[src/rtl/bcd_display_driver.sv]
// Binary-to-BCD converter (iterative shift-and-add-3) feeding a 3-digit multiplexed
// common-anode 7-segment scan. Optional leading-zero blanking: define LZ_BLANK_EN.
//
// state | meaning
// IDLE  | waiting for sample; scan shows last bcd
// CONV  | one add-3/shift iteration per clock, 8 total
// DONE  | publish scratch to bcd, pulse valid
module bcd_display_driver #(
  parameter int unsigned REFRESH_DIV = 50000,
  parameter bit          REVERSE_IN  = 1'b1
) (
  input  logic        clk,
  input  logic        clr,
  input  logic [7:0]  bin_in,
  input  logic        sample,
  output logic        busy,
  output logic        valid,
  output logic [11:0] bcd,
  output logic [6:0]  seg,
  output logic [2:0]  an
);

  localparam int unsigned CW = (REFRESH_DIV > 1) ? $clog2(REFRESH_DIV) : 1;
  localparam logic [CW-1:0] REFRESH_LAST = CW'(REFRESH_DIV - 1);

  typedef enum logic [1:0] {
    S_IDLE = 2'd0,
    S_CONV = 2'd1,
    S_DONE = 2'd2
  } state_t;

  state_t        state_q, state_d;
  logic [7:0]    shreg_q, shreg_d;
  logic [11:0]   scratch_q, scratch_d;
  logic [2:0]    iter_q, iter_d;
  logic [11:0]   bcd_q, bcd_d;
  logic          valid_q, valid_d;
  logic [CW-1:0] refresh_q, refresh_d;
  logic [1:0]    digit_q, digit_d;

  logic [7:0]    bin_ord;
  logic [11:0]   scratch_adj;
  logic [19:0]   shifted;

  always_comb begin
    for (int i = 0; i < 8; i++) begin
      bin_ord[i] = REVERSE_IN ? bin_in[7-i] : bin_in[i];
    end
  end

  always_comb begin
    for (int n = 0; n < 3; n++) begin
      scratch_adj[n*4 +: 4] = (scratch_q[n*4 +: 4] >= 4'd5) ? scratch_q[n*4 +: 4] + 4'd3
                                                            : scratch_q[n*4 +: 4];
    end
    shifted = {scratch_adj, shreg_q} << 1;
  end

  always_ff @(posedge clk or negedge clr) begin
    if (!clr) begin
      state_q   <= S_IDLE;
      shreg_q   <= '0;
      scratch_q <= '0;
      iter_q    <= '0;
      bcd_q     <= '0;
      valid_q   <= 1'b0;
    end else begin
      state_q   <= state_d;
      shreg_q   <= shreg_d;
      scratch_q <= scratch_d;
      iter_q    <= iter_d;
      bcd_q     <= bcd_d;
      valid_q   <= valid_d;
    end
  end

  always_comb begin
    state_d   = state_q;
    shreg_d   = shreg_q;
    scratch_d = scratch_q;
    iter_d    = iter_q;
    bcd_d     = bcd_q;
    valid_d   = 1'b0;
    unique case (state_q)
      S_IDLE: begin
        if (sample) begin
          shreg_d   = bin_ord;
          scratch_d = '0;
          iter_d    = '0;
          state_d   = S_CONV;
        end
      end
      S_CONV: begin
        scratch_d = shifted[19:8];
        shreg_d   = shifted[7:0];
        iter_d    = iter_q + 3'd1;
        if (iter_q == 3'd7) begin
          state_d = S_DONE;
        end
      end
      S_DONE: begin
        bcd_d   = scratch_q;
        valid_d = 1'b1;
        state_d = S_IDLE;
      end
      default: state_d = S_IDLE;
    endcase
  end

  assign busy  = (state_q != S_IDLE);
  assign valid = valid_q;
  assign bcd   = bcd_q;

  // Display scan runs free of the converter FSM.
  always_ff @(posedge clk or negedge clr) begin
    if (!clr) begin
      refresh_q <= '0;
      digit_q   <= '0;
    end else begin
      refresh_q <= refresh_d;
      digit_q   <= digit_d;
    end
  end

  always_comb begin
    refresh_d = refresh_q + 1'b1;
    digit_d   = digit_q;
    if (refresh_q == REFRESH_LAST) begin
      refresh_d = '0;
      digit_d   = (digit_q == 2'd2) ? 2'd0 : digit_q + 2'd1;
    end
  end

  function automatic logic [6:0] seg_decode(input logic [3:0] nib);
    logic [6:0] s;
    case (nib)
      4'd0:    s = 7'b1000000;
      4'd1:    s = 7'b1111001;
      4'd2:    s = 7'b0100100;
      4'd3:    s = 7'b0110000;
      4'd4:    s = 7'b0011001;
      4'd5:    s = 7'b0010010;
      4'd6:    s = 7'b0000010;
      4'd7:    s = 7'b1111000;
      4'd8:    s = 7'b0000000;
      4'd9:    s = 7'b0010000;
      default: s = 7'b1111111;
    endcase
    return s;
  endfunction

  logic [3:0] nib_sel;
  logic       blank;

  always_comb begin
    nib_sel = '0;
    an      = 3'b111;
    case (digit_q)
      2'd0: begin nib_sel = bcd_q[3:0];  an = 3'b110; end
      2'd1: begin nib_sel = bcd_q[7:4];  an = 3'b101; end
      2'd2: begin nib_sel = bcd_q[11:8]; an = 3'b011; end
      default: begin nib_sel = '0; an = 3'b111; end
    endcase
  end

`ifdef LZ_BLANK_EN
  always_comb begin
    blank = 1'b0;
    if (digit_q == 2'd2) begin
      blank = (bcd_q[11:8] == 4'd0);
    end else if (digit_q == 2'd1) begin
      blank = (bcd_q[11:4] == 8'd0);
    end
  end
`else
  assign blank = 1'b0;
`endif

  assign seg = blank ? 7'b1111111 : seg_decode(nib_sel);

endmodule

[config.mk]
export PLATFORM = sky130hd
export DESIGN_NAME = bcd_display_driver
export DESIGN_NICKNAME = d
export VERILOG_FILES = /design/src/rtl/bcd_display_driver.sv
export SDC_FILE = /design/constraint.sdc
export NUM_CORES = 1
export LEC_CHECK = 0
export BUFFER_PORTS_ARGS = -buffer_cell sky130_fd_sc_hd__buf_2
export CAP_MARGIN = 20
export CORE_MARGIN = 5
export CORE_UTILIZATION = 40
export DETAILED_ROUTE_END_ITERATION = 10
export PLACE_DENSITY = 0.67
export SLEW_MARGIN = 40
export SYNTH_ARGS = -nofsm -noshare
export SYNTH_HDL_FRONTEND = slang
export SYNTH_SLANG_ARGS = --single-unit
[constraint.sdc]
create_clock -name clk -period 3.1 [get_ports clk]
set_input_delay 0.775 -clock clk [delete_from_list [all_inputs] [get_ports clk]]
set_output_delay 0.775 -clock clk [all_outputs]
set_load 0.03 [all_outputs]
==> flow_metrics.tcl, run 1 <==
set metrics [dict create \
    numCtsBuffers 5 \
    vias_per_cell 5.10 \
    timing.fmax_mhz 338 \
    endpoint_kind "output port" \
    yosys_warnings 0 \
    die_h_um 95.8 \
    die_w_um 95.8 \
    clockBufferDepth 2 \
    syn_area_um2 2950 \
    rrSetupSlack_ps 1280 \
    clk_pin_slew_ps 100 \
    synthCells 282 \
    drt_first_pass_iters 4 \
    start_util_pct 40.8 \
    grt_first_pass_wirelength_um 9930 \
    met2_usage_pct 21.7 \
    path_class "flip-flop to output port" \
    tns_ps 0 \
    critPathMaxFanout 8 \
    cts_tree "done" \
    antennaDiodeCount 0 \
    num_vias 2121 \
    wl_per_cell_um 13.8 \
    cp_data_required_time_ps 2320 \
    hpwl_um 4060 \
    wl_um 5730 \
    clock_latency_ps 310 \
    grt_pass1_vias 2113 \
    ctsHoldBuffers 0 \
    start_kind "flip-flop" \
    rr_endpoint "bcd[6]" \
    syn_to_final_growth_pct 14.1 \
    design_power_total_uw 2760 \
    synth-edff-count 0 \
    startpoint "digit_q[0]" \
    busiest_layer "met2" \
    tightestPinTransition_ps 690 \
    grt_usage_pct 13.7 \
    antenna_found_initial 0 \
    fp.dieArea_um2 9180 \
    cp_slowest_cell "dfrtp_2" \
    syn_avg_cell_area_um2 10.4 \
    drv_slew 0 \
    finalHoldViolations 0 \
    drtIter0Drc 101 \
    clock_skew_ps 9.97 \
    ys_seq_area_share_pct 47.6 \
    synthArstFlopShare_pct 100 \
    root_buffer "clkbuf_8" \
    gp_congestion 0.761 \
    status "complete, no violations" \
    grt_max_degree 57 \
    synthFlopType "dfrtp_1" \
    maxCapViolations 0 \
    grt_use_met3_pct 3.28 \
    min_period_ps 2960 \
    relSlewSlack_pct 54.0 \
    drcViolationCount 0 \
    clock-sinks 56 \
    r2r-start "state_q[0]" \
    max_stage_delay_ps 460 \
    grt-ovfl-total 0 \
    setup_viol 0 \
    rows 31 \
    port_buffers 34 \
    synth_cell_type_count 43 \
    layout-drive-gt1-share_pct 22.7 \
    peakVddDrop_v 0.000257 \
    path_cells "and2b_2 > o2bb2ai_1 > inv_1 > ha_1 > nand2b_1 > a21oi_1 > clkbuf_4" \
    leakagePower_uw 0.00160 \
    hp-class "input port to async pin" \
    synthesis.nets 307 \
    power_density_nw_per_um2 822 \
    ios 35 \
    nFillCells 706 \
    htreeDepth 2 \
    fin_crit_sh_pct 95.5 \
    gr-usage-met1_pct 17.9 \
    core-area_um2 7210 \
    ant_nets 0 \
    ys_ff_latch 56 \
    cp.arrival_ps 2190 \
    reg2regPathDepth 2 \
    nets 341 \
]
logic make-up after synthesis:
group / synth area share, %
buffers and inverters: 4.25
adders and majority gates: 5.95
and+or+nand+nor: 16.7
DFF: 47.6
muxes: 8.24
xor gates and xnor gates: 5.06
AOI/OAI and AO/OA: 12.2
per-stage QoR:
stage / hold WS, ps / util [%] / cells / area (um2) / worst slack (ps)
after global routing: 510 / 46.6 / 416 / 3360 / -19.4
after global placement: 464 / 44.3 / 405 / 3190 / 416
after detailed placement: 476 / 44.3 / 405 / 3190 / 339
final: 482 / 46.6 / 416 / 3360 / 138
after CTS: 494 / 45.9 / 413 / 3310 / 24.0
after floorplan: 445 / - / 282 / 2950 / 173
worst max-delay path by stage:
stage                  end  slack (ps)  cells after the start
floorplan           seg[1]         170                      6
global placement    seg[1]         420                      7
detailed placement  seg[1]         340                      7
CTS                 seg[1]          20                      7
global route        seg[1]         -20                      7
finish              seg[1]         140                      7
critical path: cells and delay by family, from the launching register on:
family	cells	cell delay [ps]
and+or+nand+nor	2	430
buffers and inverters	2	330
DFF	1	460
adders and majority gates	1	310
AOI/OAI and AO/OA	2	340
power breakdown:
part / total (uW) / switching (uW) / leakage (uW) / internal [uW]
Clock: 489 / 245 / 0.0000548 / 244
Combinational: 1180 / 715 / 0.000809 / 463
Sequential: 1100 / 178 / 0.000732 / 918
Total: 2760 / 1140 / 0.00160 / 1620
layout make-up:
type / count / area (um2) / area share [%]
clock buffers: 5 / 68.8 / 2.05
flip-flops and latches: 56 / 1400 / 41.7
well taps: 99 / 124 / 3.69
inverters: 15 / 56.3 / 1.68
multi-input cells: 198 / 1430 / 42.4
clock inverters: 3 / 46.3 / 1.38
repair buffers: 40 / 238 / 7.07
placed cells by master, fill, tap and decap left out, types with 3 or more instances in the layout:
| master | instances |
|---|---|
| dfrtp_1 | 55 |
| buf_2 | 33 |
| nand2_1 | 29 |
| o21ai_0 | 26 |
| inv_1 | 15 |
| a21oi_1 | 14 |
| ha_1 | 14 |
| mux2i_1 | 13 |
| mux2_2 | 10 |
| nor2_1 | 10 |
| nand3_1 | 9 |
| xnor2_1 | 9 |
| xor2_1 | 8 |
| nand2b_1 | 7 |
| clkbuf_8 | 5 |
| buf_4 | 5 |
| nor3_1 | 4 |
| nor2b_1 | 4 |
| a22o_1 | 4 |
| and3b_1 | 4 |
| and3_1 | 3 |
| o31ai_1 | 3 |
| a22oi_1 | 3 |
sequential cells by signal, indices dropped and copies added (netlist names):
register,count
refresh_q,16
bcd,12
scratch_q,12
shreg_q,8
iter_q,3
digit_q,2
state_q,2
valid,1
routing by layer:
metal	wire length (um)	up-vias
met4	130	0
met3	238	9
met2	2720	42
li1	-	1038
met1	2640	1032
met5	0	-
cells in the mapped netlist (2+ instances only):
| library cell | count | share of area (%) |
|---|---|---|
| a21oi_1 | 14 | 2.4 |
| a22o_1 | 4 | 1.2 |
| a22oi_1 | 4 | 1.0 |
| and2_2 | 2 | 0.51 |
| and3_1 | 3 | 0.64 |
| and3b_1 | 4 | 1.2 |
| and4_1 | 2 | 0.59 |
| buf_6 | 2 | 0.76 |
| clkbuf_1 | 9 | 1.1 |
| dfrtp_1 | 56 | 48 |
| ha_1 | 14 | 5.9 |
| inv_1 | 15 | 1.9 |
| mux2_2 | 10 | 3.8 |
| mux2i_1 | 13 | 4.4 |
| nand2_1 | 29 | 3.7 |
| nand2b_1 | 7 | 1.5 |
| nand3_1 | 9 | 1.5 |
| nand4_1 | 2 | 0.42 |
| nor2_1 | 10 | 1.3 |
| nor2b_1 | 4 | 0.85 |
| nor3_1 | 4 | 0.68 |
| nor4bb_1 | 2 | 0.68 |
| o21ai_0 | 26 | 4.4 |
| o31ai_1 | 3 | 0.76 |
| xnor2_1 | 9 | 2.7 |
| xor2_1 | 8 | 2.4 |
timing repair:
action | CTS | global route
endpoints found under the setup margin | 1 | 5
setup buffers | 0 | 2
endpoints found under the hold margin | 0 | 0
resized for setup | 1 | 3
(Power assumes the default switching activity.)
==> run 2, diff against run 1 <==
--- a/config.mk
+++ b/config.mk
@@ -7,8 +7,8 @@
 export LEC_CHECK = 0
 export BUFFER_PORTS_ARGS = -buffer_cell sky130_fd_sc_hd__buf_2
 export CAP_MARGIN = 20
-export CORE_MARGIN = 5
 export CORE_UTILIZATION = 40
+export CTS_CLUSTER_SIZE = 40
 export DETAILED_ROUTE_END_ITERATION = 10
 export PLACE_DENSITY = 0.67
 export SLEW_MARGIN = 40
==> flow_metrics.tcl, run 2 (synthesis results as in run 1) <==
set metrics [dict create \
    fin_crit_sh_pct 97.6 \
    ant_nets 0 \
    grt_max_degree 30 \
    rows 30 \
    mostFrequentLayoutCells "54 x dfrtp_1, 34 x buf_2, 29 x nand2_1, 26 x o21ai_0, 15 x inv_1" \
    leakagePower_uw 0.00157 \
    tightestPinTransition_ps 682 \
    cp.arrival_ps 2250 \
    comb_power_share_pct 43.4 \
    hold_ws_ps 475 \
    largest-register "refresh_q" \
    switching_share_pct 42.1 \
    cts_tree "done" \
    relSlewSlack_pct 54.6 \
    setup_viol 0 \
    clock_skew_ps 11.9 \
    syn_to_final_growth_pct 12.4 \
    core-area_um2 6940 \
    wl_per_cell_um 13.2 \
    numCtsBuffers 5 \
    drcViolationCount 0 \
    start_kind "flip-flop" \
    endpoint_kind "output port" \
    ios 35 \
    grt_pass1_vias 2001 \
    path_class "flip-flop to output port" \
    drt_first_pass_iters 4 \
    p_clk_share_pct 15.2 \
    gp_congestion 0.775 \
    clk_pin_slew_ps 110 \
    start_util_pct 42.4 \
    net-switching-power_uw 1120 \
    nets 339 \
    wl_um 5430 \
    grt_usage_pct 15.6 \
    hpwl_um 3850 \
    rrSetupSlack_ps 1300 \
    layout_commonest_cell "dfrtp_1" \
    timing.fmax_mhz 330 \
    min_period_ps 3030 \
    peakVddDrop_v 0.000267 \
    htreeDepth 2 \
    grt-ovfl-total 0 \
    cp_data_required_time_ps 2320 \
    finalHoldViolations 0 \
    largest_reg_flops 16 \
    path_cells "and2b_2 > a22oi_1 > inv_1 > ha_1 > nand2b_1 > a21oi_1 > buf_2" \
    clockBufferDepth 2 \
    place_inst 402 \
    die_w_um 87.8 \
    die_h_um 87.8 \
    antenna_found_initial 0 \
    drtIter0Drc 96 \
    ctsHoldBuffers 0 \
    port_buffers 34 \
    layout-drive-gt1-share_pct 22.5 \
    status "complete, no violations" \
    fp.dieArea_um2 7710 \
    fin_cells 411 \
    critical-path-top-delay-family "flip-flops" \
    worst-path-buf-inv 2 \
    nFillCells 637 \
    root_buffer "clkbuf_8" \
    num_vias 2065 \
    clock-sinks 56 \
    drv_slew 0 \
    grt_first_pass_wirelength_um 9380 \
    antennaDiodeCount 0 \
    max_stage_delay_ps 470 \
    p_int_uw 1540 \
    power_density_nw_per_um2 802 \
    maxCapViolations 0 \
    hp-class "input port to async pin" \
    cp_slowest_cell "dfrtp_2" \
    p_seq_share_pct 41.3 \
    vias_per_cell 5.02 \
    critPathMaxFanout 5 \
    clock_latency_ps 320 \
]
-- run 2: cell types whose count changed in the layout (fill, tap and decap cells not counted), sizes merged --
| cell | previous run | this run |
|---|---|---|
| buf | 39 | 38 |
| clkinv | 0 | 1 |
| clkbuf | 6 | 5 |
| bufinv | 1 | 0 |
| inv | 16 | 15 |
| clkinvlp | 1 | 2 |
-- run 2: metrics by stage --
stage / utilization, % / setup WS [ps] / total power [uW] / instance area [um2] / setup TNS (ps)
CTS: 47.5 / 29.4 / 2680 / 3300 / 0
detailed placement: 46.1 / 280 / 2270 / 3200 / 0
floorplan: - / 173 / 1960 / 2950 / 0
finish: 47.7 / 73.2 / 2660 / 3310 / 0
global route: 47.7 / -17.8 / 2870 / 3310 / -17.8
global placement: 46.1 / 405 / 2230 / 3200 / 0
-- run 2: power groups by stage --
stage                     logic [uW]  registers, uW  clock network [uW]
after detailed placement        1160           1110                   0
final                           1150           1100                 405
after global routing            1300           1130                 441
after CTS                       1160           1100                 421
after floorplan                  814           1150                   0
after global placement          1130           1100                   0
-- run 2: cell type report --
type,instances,area (um2),area share (%)
multi-input combinational,198,1430,43.1
tap,96,120,3.63
timing repair buffer,38,213,6.42
clock inverter,3,23.8,0.718
sequential,56,1400,42.4
inverter,15,56.3,1.70
clock buffer,5,68.8,2.08
-- run 2: path summary, 6_finish.rpt --
path                                  from      endpoint  depth (start not counted)
worst max register to register  state_q[0]        bcd[2]                          2
max in group asynchronous              clr    digit_q[0]                          2
worst min register to register  shreg_q[1]    shreg_q[1]                          2
worst min-delay path                   clr  refresh_q[5]                          1
worst max-delay path            digit_q[1]        seg[1]                          7
min in group clk                shreg_q[1]    shreg_q[1]                          2
-- run 2: repair_timing --
action	CTS	global route
gates resized for setup	2	2
setup buffers	0	1
hold endpoints to repair	0	0
endpoints found under the setup margin	2	3
-- run 2: metal layers --
metal  wire, um  track usage, %
met1       2690            20.9
met2       2440            25.2
met3        220            2.64
met4         87            6.11
met5          0               0
==> run 3, diff against run 2 <==
--- a/config.mk
+++ b/config.mk
@@ -7,11 +7,12 @@
 export LEC_CHECK = 0
 export BUFFER_PORTS_ARGS = -buffer_cell sky130_fd_sc_hd__buf_2
 export CAP_MARGIN = 20
-export CORE_UTILIZATION = 40
+export CORE_UTILIZATION = 35
 export CTS_CLUSTER_SIZE = 40
 export DETAILED_ROUTE_END_ITERATION = 10
-export PLACE_DENSITY = 0.67
+export PLACE_DENSITY = 0.62
 export SLEW_MARGIN = 40
 export SYNTH_ARGS = -nofsm -noshare
 export SYNTH_HDL_FRONTEND = slang
 export SYNTH_SLANG_ARGS = --single-unit
+export TNS_END_PERCENT = 5
==> flow_metrics.tcl, run 3 (synthesis results as in run 1) <==
set metrics [dict create \
    core-area_um2 8180 \
    port_buffers 34 \
    peakVddDrop_v 0.000282 \
    finalHoldViolations 0 \
    status "complete, no violations" \
    path_class "flip-flop to output port" \
    htreeDepth 2 \
    hold_ws_ps 492 \
    cts_tree "done" \
    rrSetupSlack_ps 1240 \
    critPathMaxFanout 9 \
    clockBufferDepth 2 \
    r2r-start "state_q[0]" \
    cp.arrival_ps 2230 \
    leakagePower_uw 0.00159 \
    antennaDiodeCount 0 \
    cp_slowest_cell "dfrtp_2" \
    drt_first_pass_iters 4 \
    drtIter0Drc 114 \
    mostFrequentLayoutCells "54 x dfrtp_1, 34 x buf_2, 29 x nand2_1, 26 x o21ai_0, 15 x inv_1" \
    min_period_ps 3010 \
    cp_data_required_time_ps 2320 \
    rr_endpoint "bcd[3]" \
    gp_congestion 0.807 \
    ios 35 \
    layout_commonest_cell "dfrtp_1" \
    wl_per_cell_um 13.1 \
    antenna_found_initial 0 \
    clock_skew_ps 6.88 \
    endpoint_kind "output port" \
    grt_usage_pct 13.1 \
    maxCapViolations 0 \
    timing.fmax_mhz 332 \
    layout-drive-gt1-share_pct 22.8 \
    fp.dieArea_um2 8790 \
    rows 33 \
    ctsHoldBuffers 0 \
    ant_nets 0 \
    drv_slew 0 \
    syn_to_final_growth_pct 13.3 \
    drcViolationCount 0 \
    grt_first_pass_wirelength_um 9190 \
    clock_latency_ps 310 \
    setup_viol 0 \
    die_h_um 93.7 \
    relSlewSlack_pct 52.4 \
    root_buffer "clkbuf_8" \
    reg2regPathDepth 2 \
    grt-ovfl-total 0 \
    path_cells "mux2_2 > a22oi_1 > inv_1 > ha_1 > nand2b_1 > a21oi_1 > buf_2" \
    nFillCells 804 \
    power_density_nw_per_um2 817 \
    tightestPinTransition_ps 715 \
    numCtsBuffers 5 \
    vias_per_cell 4.93 \
    die_w_um 93.7 \
    clock-sinks 56 \
    grt_pass1_vias 1907 \
    fin_cells 421 \
    start_kind "flip-flop" \
    grt_max_degree 57 \
    hp-class "flip-flop to flip-flop" \
    nets 340 \
    num_vias 2076 \
    start_util_pct 36.0 \
    clk_pin_slew_ps 100 \
    hpwl_um 3870 \
    place_inst 411 \
    largest_reg_flops 16 \
    startpoint "digit_q[0]" \
    max_stage_delay_ps 450 \
    largest-register "refresh_q" \
    endpoint "seg[1]" \
    fin_crit_sh_pct 97.0 \
    wl_um 5520 \
]
[run 3: cell count changes in the layout (fill, tap and decap cells not counted)]
cell,before,now
buf_4,3,5
clkinv_4,1,0
clkinv_2,0,1
bufinv_16,0,1
clkinvlp_4,2,1
buf_12,1,0
[run 3: per-stage QoR]
stage / setup TNS, ps / utilization (%) / worst slack [ps] / total power [uW] / area [um2]
after floorplan: 0 / - / 173 / 1960 / 2950
after global placement: 0 / 39.1 / 403 / 2240 / 3200
after detailed placement: 0 / 39.1 / 325 / 2270 / 3200
after CTS: 0 / 40.5 / 22.4 / 2750 / 3310
after global routing: -11.4 / 40.8 / -11.4 / 2940 / 3340
final: 0 / 40.8 / 92.1 / 2730 / 3340
[run 3: layer usage]
layer	global-route usage, %	vias up	part of all wire [%]
li1	-	1041	-
met1	18.9	1002	51
met2	20.1	28	44
met3	2.83	5	3.2
met4	2.95	0	0.94
met5	0	-	0
[run 3: power by group]
part | switching, uW | leakage [uW] | total, uW | internal, uW
registers | 177 | 0.000731 | 1100 | 918
logic | 696 | 0.000800 | 1150 | 457
clock network | 239 | 0.0000541 | 479 | 240
[run 3: final cells by class]
class                   instances  area (um2)  share of cell area, %
clock buffers                   5        68.8                   2.06
flip-flops and latches         56        1400                   42.1
well taps                     105         131                   3.94
repair buffers                 39         208                   6.22
clock inverters                 3        42.5                   1.27
multi-input cells             198        1430                   42.7
inverters                      15        56.3                   1.69
[run 3: repair_timing]
action	in CTS	in global routing
gates resized for setup	1	3
setup buffers	0	2
endpoints found under the setup margin	1	4
[run 3: worst max-delay path, delay by kind of cell (launching register included)]
kind	cells	cell delay, ps
multiplexers	1	350
flip-flops	1	450
buffers and inverters	2	310
adder cells (fa/ha/maj)	1	320
AND/OR/NAND/NOR	1	150
AO/OA/AOI/OAI	2	350
[run 3: worst min-delay path by stage]
stage | cells after the start | startpoint | slack (ps) | to
after floorplan | 1 | refresh_q[0] | 440 | refresh_q[0]
after global placement | 2 | scratch_q[9] | 460 | scratch_q[9]
after detailed placement | 2 | scratch_q[9] | 470 | scratch_q[9]
after CTS | 2 | scratch_q[9] | 500 | scratch_q[9]
after global routing | 2 | shreg_q[3] | 510 | shreg_q[3]
final | 2 | scratch_q[9] | 490 | scratch_q[9]
